$ cat src/rtl/counter_gen_pkg.sv
// counter_gen_pkg
// Shared definitions for the counter_gen multi-mode counter.
// Mode encodings:
//   MODE_UP      (2'b00) count up by 1
//   MODE_DN      (2'b01) count down by 1
//   MODE_DN_STEP (2'b10) count down by STEP
//   MODE_LOAD    (2'b11) parallel load (clamped to the limit)
package counter_gen_pkg;

    typedef enum logic [1:0] {
        MODE_UP      = 2'b00,
        MODE_DN      = 2'b01,
        MODE_DN_STEP = 2'b10,
        MODE_LOAD    = 2'b11
    } mode_t;

endpackage : counter_gen_pkg

$ cat src/rtl/counter_gen_next.sv
// counter_gen_next
// Purely combinational next-state calculator for counter_gen. Given the
// current count, the mode, the wrap limit and the load data it returns the
// next count and the flag values for one enabled cycle. Clear and enable
// are handled by the top.
//
// Optional build macro: COUNTER_GEN_SATURATE_EN
//   undefined : up/down/down-STEP wrap inside 0..limit
//   defined   : up stops at limit, down and down-STEP stop at 0
//
// Parameters:
//   WIDTH  count/data width (2..16)
//   STEP   decrement used by MODE_DN_STEP (1 .. 2**WIDTH-1)
// Ports:
//   q       in   current count
//   mode    in   operating mode (counter_gen_pkg::mode_t encoding)
//   limit   in   wrap limit, legal count range is 0..limit
//   d       in   parallel load data
//   next_q  out  count to register at the next edge
//   rco     out  wrap/borrow (or blocked step when saturating)
//   err     out  load clamp or out-of-range correction
//   load    out  load executed
module counter_gen_next
    import counter_gen_pkg::*;
#(
    parameter int WIDTH = 4,
    parameter int STEP  = 3
) (
    input  logic [WIDTH-1:0] q,
    input  logic [1:0]       mode,
    input  logic [WIDTH-1:0] limit,
    input  logic [WIDTH-1:0] d,
    output logic [WIDTH-1:0] next_q,
    output logic             rco,
    output logic             err,
    output logic             load
);

    localparam logic [WIDTH-1:0] STEP_N = WIDTH'(STEP);

    // Non-wrapping step result; only used when q >= STEP so it never borrows.
    logic [WIDTH-1:0] step_diff;
    assign step_diff = q - STEP_N;

`ifndef COUNTER_GEN_SATURATE_EN
    // Wrapped step result q + (limit+1) - STEP. The sum is formed in WIDTH+1
    // bits so limit+1 cannot overflow when limit is all ones; the final
    // value is always <= limit and therefore fits back into WIDTH bits.
    localparam logic [WIDTH:0] STEP_EXT = (WIDTH+1)'(STEP);
    logic [WIDTH:0]   q_ext;
    logic [WIDTH:0]   limit_ext;
    logic [WIDTH-1:0] wrap_sum;
    assign q_ext     = {1'b0, q};
    assign limit_ext = {1'b0, limit};
    assign wrap_sum  = WIDTH'(q_ext + limit_ext + (WIDTH+1)'(1) - STEP_EXT);
`endif

    always_comb begin
        next_q = q;
        rco    = 1'b0;
        err    = 1'b0;
        load   = 1'b0;

        if (mode == MODE_LOAD) begin
            load = 1'b1;
            if (d > limit) begin
                next_q = limit;
                err    = 1'b1;
            end else begin
                next_q = d;
            end
        end else if (q > limit) begin
            // Count left the legal range (limit lowered under it): snap back
            // to the end the counter is heading towards.
            err    = 1'b1;
            next_q = (mode == MODE_UP) ? '0 : limit;
        end else begin
            case (mode)
                MODE_UP: begin
                    if (q == limit) begin
`ifdef COUNTER_GEN_SATURATE_EN
                        next_q = limit;
`else
                        next_q = '0;
`endif
                        rco = 1'b1;
                    end else begin
                        next_q = q + WIDTH'(1);
                    end
                end
                MODE_DN: begin
                    if (q == '0) begin
`ifdef COUNTER_GEN_SATURATE_EN
                        next_q = '0;
`else
                        next_q = limit;
`endif
                        rco = 1'b1;
                    end else begin
                        next_q = q - WIDTH'(1);
                    end
                end
                MODE_DN_STEP: begin
`ifdef COUNTER_GEN_SATURATE_EN
                    if (q >= STEP_N) begin
                        next_q = step_diff;
                    end else begin
                        next_q = '0;
                        rco    = 1'b1;
                    end
`else
                    if (limit_ext < STEP_EXT - (WIDTH+1)'(1)) begin
                        // Range shorter than the step: no legal wrap target.
                        next_q = limit;
                        err    = 1'b1;
                    end else if (q >= STEP_N) begin
                        next_q = step_diff;
                    end else begin
                        next_q = wrap_sum;
                        rco    = 1'b1;
                    end
`endif
                end
                default: ;
            endcase
        end
    end

endmodule : counter_gen_next

$ cat src/rtl/counter_gen.sv
// counter_gen
// Parametrised multi-mode counter with runtime wrap limit, load clamp and
// error flag. All outputs are registered. Holds the state registers and the
// clear/enable priority; the mode arithmetic lives in counter_gen_next.
//
// Optional build macro: COUNTER_GEN_SATURATE_EN (saturate instead of wrap).
//
// Parameters:
//   WIDTH  count/data width (2..16)
//   STEP   decrement for the down-STEP mode (1 .. 2**WIDTH-1)
// Ports:
//   cg_clk     in   clock, rising edge
//   cg_reset   in   asynchronous active-high reset
//   cg_enable  in   1 = execute cg_mode, 0 = hold
//   cg_clear   in   synchronous clear, wins over enable/mode
//   cg_mode    in   00 up+1, 01 down-1, 10 down-STEP, 11 load
//   cg_limit   in   wrap limit (count range 0..cg_limit)
//   cg_D       in   parallel load data
//   cg_Q       out  registered count
//   cg_load    out  1-cycle pulse, load executed
//   cg_rco     out  1-cycle pulse, wrap/borrow
//   cg_err     out  1-cycle pulse, clamp or range correction
module counter_gen
    import counter_gen_pkg::*;
#(
    parameter int WIDTH = 4,
    parameter int STEP  = 3
) (
    input  logic             cg_clk,
    input  logic             cg_reset,
    input  logic             cg_enable,
    input  logic             cg_clear,
    input  logic [1:0]       cg_mode,
    input  logic [WIDTH-1:0] cg_limit,
    input  logic [WIDTH-1:0] cg_D,
    output logic [WIDTH-1:0] cg_Q,
    output logic             cg_load,
    output logic             cg_rco,
    output logic             cg_err
);

    logic [WIDTH-1:0] q_reg;
    logic             load_reg;
    logic             rco_reg;
    logic             err_reg;

    logic [WIDTH-1:0] calc_q;
    logic             calc_rco;
    logic             calc_err;
    logic             calc_load;

    counter_gen_next #(
        .WIDTH (WIDTH),
        .STEP  (STEP)
    ) u_next (
        .q      (q_reg),
        .mode   (cg_mode),
        .limit  (cg_limit),
        .d      (cg_D),
        .next_q (calc_q),
        .rco    (calc_rco),
        .err    (calc_err),
        .load   (calc_load)
    );

    // Flags are pulses: every branch that does not assert them drives 0.
    always_ff @(posedge cg_clk or posedge cg_reset) begin
        if (cg_reset) begin
            q_reg    <= '0;
            load_reg <= 1'b0;
            rco_reg  <= 1'b0;
            err_reg  <= 1'b0;
        end else if (cg_clear) begin
            q_reg    <= '0;
            load_reg <= 1'b0;
            rco_reg  <= 1'b0;
            err_reg  <= 1'b0;
        end else if (!cg_enable) begin
            load_reg <= 1'b0;
            rco_reg  <= 1'b0;
            err_reg  <= 1'b0;
        end else begin
            q_reg    <= calc_q;
            load_reg <= calc_load;
            rco_reg  <= calc_rco;
            err_reg  <= calc_err;
        end
    end

    assign cg_Q    = q_reg;
    assign cg_load = load_reg;
    assign cg_rco  = rco_reg;
    assign cg_err  = err_reg;

endmodule : counter_gen

$ cat config.mk
export PLATFORM = sky130hd
export DESIGN_NAME = counter_gen
export DESIGN_NICKNAME = d
export VERILOG_FILES = /design/src/rtl/counter_gen_pkg.sv /design/src/rtl/counter_gen_next.sv /design/src/rtl/counter_gen.sv
export SDC_FILE = /design/constraint.sdc
export NUM_CORES = 1
export LEC_CHECK = 0
export CAP_MARGIN = 10
export CORE_MARGIN = 2
export CORE_UTILIZATION = 52
export CTS_CLUSTER_SIZE = 12
export DETAILED_ROUTE_END_ITERATION = 6
export PLACE_DENSITY = 0.77
export RECOVER_POWER = 100
export SLEW_MARGIN = 25
export SYNTH_ARGS = -nofsm -noshare
export SYNTH_HDL_FRONTEND = slang
export SYNTH_SLANG_ARGS = --single-unit
$ cat constraint.sdc
create_clock -name cg_clk -period 3.3 [get_ports cg_clk]
set_input_delay 0.495 -clock cg_clk [delete_from_list [all_inputs] [get_ports cg_clk]]
set_output_delay 0.495 -clock cg_clk [all_outputs]
set_load 0.005 [all_outputs]
==> impl_metrics.py <==
metrics = {
    "drt": {
        "drc": 0,
        "antenna_left": 0,
        "dr.pass1.iters": 4,
        "wl_per_cell_um": 16.1,
        "met1_length_mm": 1.20,
        "wl_met3_um": 257,
        "wirelength_mm": 2.89,
        "vias": 1117,
        "routed-wl-met2_mm": 1.42,
        "first_iter_violations": 41,
        "top_layer": "met4",
        "avgViaCountPerCell": 6.21,
    },
    "setup_path": {
        "critPathKind": "in2reg",
        "required_ns": 3.44,
        "worstPathArrival_ns": 3.22,
        "crit_fanout": 8,
        "endpoint_kind": "flop",
        "startpoint_type": "input port",
    },
    "timing": {
        "hold_violations": 0,
        "fin_tns_setup_ns": 0,
        "relSlewSlack_pct": 58.4,
        "rsz0062_at_grt": "no",
        "max_freq_ghz": 0.324,
        "post-route-period-util_pct": 93.5,
        "timing.final.ws_setup_ns": 0.213,
        "finalSetupViolCount": 0,
        "slew_violations": 0,
        "period_needed_ns": 3.09,
        "finalClockSkew_ns": 0.00102,
        "tightest_slew_ns": 0.623,
    },
    "yosys": {
        "synth_seq_area_share_pct": 15.5,
        "yosys_warnings": 0,
        "synth.cell_area_um2": 1130,
        "synth.avg_cell_area_um2": 8.81,
        "synth_cell_types": 46,
        "ys_async_sr_fraction_pct": 100,
        "synth_top_cell_area_share_pct": 21.1,
        "synth_ff_type": "dfrtp_1",
        "synth_nets": 162,
        "synth_seq_cells": 7,
        "synth.area.top_cells": "ha_1 (21%), dfrtp_1 (16%), inv_1 (4.7%)",
        "synth_cells": 128,
        "yosys.area.top_type": "ha_1",
        "synth_edf_count": 0,
    },
    "place": {
        "placed_area_um2": 1370,
        "io_buffer_count": 20,
        "dpl.hpwl_mm": 2.33,
        "pre_cts_slack_ns": 0.0650,
        "gp_congestion": 0.914,
    },
    "power": {
        "share_seq_of_total_power_pct": 23.6,
        "p_sw_share_pct": 39.5,
        "ir_drop_mv": 0.195,
        "power_frac_clock_pct": 17.9,
        "total_power_mw": 0.442,
        "power.leakage_nw": 0.620,
        "pwr-share-comb_pct": 58.5,
        "powerDensity_nw_per_um2": 319,
        "power_switching_mw": 0.175,
        "internal_power_mw": 0.267,
    },
    "clocking": {
        "clock_latency_ns": 0.25,
        "cts-root-buf": "clkbuf_4",
        "clock-sinks": 7,
        "post_cts_buffers": 0,
        "clkTransAtPathRegs_ns": 0.05,
        "cts_hold_buf": 0,
        "cts_buffers": 3,
        "cts.path.max_buffers": 2,
        "cts_resized": 0,
        "htree_num_levels": 1,
        "cts_tree": "done",
    },
    "floorplanning": {
        "die_area_um2": 2560,
        "start_util_pct": 56.3,
        "die-height_um": 50.6,
        "fp.dieW_um": 50.6,
        "core_area_um2": 2000,
        "row_count": 16,
        "boundaryPins": 21,
    },
    "cells_and_area": {
        "drive_gt1_share_pct": 9.80,
        "area_delta_synth_final_pct": 23.0,
        "diodes": 0,
        "nets": 188,
        "post-route-cell-area_um2": 1390,
        "fill_cells": 154,
    },
    "grt": {
        "grt_use_total_pct": 25.7,
        "grt_pass1_vias": 1134,
        "antenna_found_initial": 0,
        "grt_pass1_wl_mm": 5.07,
        "grt_max_degree": 14,
        "grt_overflow": 0,
    },
    "status": {
        "outcome": "finished, final reports clean",
    },
    "job": {
        "cap_violations": 0,
    },
    "hold_path": {
        "hold_path_class": "in2async",
    },
}
critical path: stages:
cell and delay (ns):
dlygate4sd3_1 0.63, inv_1 0.12, ha_1 0.36, nor2b_4 0.16
a221o_1 0.33, and2_0 0.31, and3_4 0.26, a311o_1 0.30
a32o_1 0.25
cells by family (layout without fill, tap and decap cells):
family,after synthesis,count (layout),share of synthesized area [%]
adder cells (fa/ha/maj),20,20,22.9
AND/OR/NAND/NOR,37,37,18.8
XOR/XNOR,3,3,3.66
buffers and inverters,19,44,7.88
flip-flops,7,7,15.5
multiplexers,6,6,5.55
AO/OA/AOI/OAI,36,36,25.8
cell usage after synthesis, types with 2 or more instances:
cell type	n
nand2_1	10
nor2_1	2
o211ai_1	4
o2111ai_1	2
buf_6	2
nor4_1	2
nor2b_1	3
mux2i_1	4
nand3_1	6
o21ai_0	2
dfrtp_1	7
a31oi_1	3
inv_1	14
nor3_1	4
a311o_2	2
ha_1	19
buf_2	2
a21oi_1	6
a32o_1	4
nand2b_1	2
xnor2_1	2
mux2_2	2
power by group through the flow:
| stage | clock, mW | sequential (mW) | combinational, mW |
|---|---|---|---|
| final | 0.0792 | 0.104 | 0.259 |
| after global routing | 0.0876 | 0.105 | 0.289 |
| after CTS | 0.0811 | 0.104 | 0.265 |
| after detailed placement | 0 | 0.106 | 0.264 |
| after global placement | 0 | 0.106 | 0.256 |
| after floorplan | 0 | 0.104 | 0.189 |
area by class of cell:
cell class                      count  area [µm²]  share of cell area [%]
Tap cell                           27        33.8                    2.44
Sequential cell                     7         175                    12.6
Timing Repair Buffer               26         238                    17.1
Inverter                           14        52.6                    3.79
Multi-Input combinational cell    102         861                    62.1
Clock buffer                        4        26.3                    1.90
metal layers:
layer,GRT usage (%),vias up
met4,9.01,0
met3,4.76,2
li1,-,536
met5,0,-
met1,34.5,520
met2,41.2,59
layout by cell type (no fill, tap or decap), drive strengths merged, types with 2 or more instances in the layout:
cell / netlist / layout
xnor2: 2 / 2
buf: 4 / 4
nor4: 2 / 2
ha: 19 / 19
o2111ai: 2 / 2
inv: 14 / 14
nor3b: 2 / 2
mux2i: 4 / 4
and2: 2 / 2
mux2: 2 / 2
nor2: 2 / 2
and3: 2 / 2
clkbuf: 1 / 6
nand2b: 2 / 2
nand2: 10 / 10
dlygate4sd3: 0 / 9
o211ai: 4 / 4
nor2b: 4 / 4
a32o: 4 / 4
nand3: 6 / 6
clkdlybuf4s50: 0 / 11
dfrtp: 7 / 7
o21ai: 2 / 2
nor3: 4 / 4
a311o: 3 / 3
a31oi: 3 / 3
a21oi: 6 / 6
through the flow:
step                cells  hold WS (ns)  utilization (%)
floorplan             128         0.298                -
global placement      176         0.684             68.4
detailed placement    176         0.679             68.4
CTS                   180         0.462             69.8
global route          180         0.656             69.3
finish                180         0.602             69.3
flip-flops by register name, summed over array words and instances, names as in the netlist:
name     count
cg_Q         4
cg_err       1
cg_load      1
cg_rco       1
worst paths after layout:
check,start,endpoint,slack (ns),cells after the start
min,cg_reset,cg_load,0.60,2
min reg2reg,cg_Q[0],cg_Q[0],0.76,1
min in group cg_clk,cg_Q[0],cg_Q[0],0.76,1
max in group asynchronous,cg_reset,cg_Q[0],2.49,2
max reg2reg,cg_Q[3],cg_Q[0],0.64,7
max,cg_limit[3],cg_Q[0],0.21,9
Note: power is estimated with default switching activity, not from simulation.
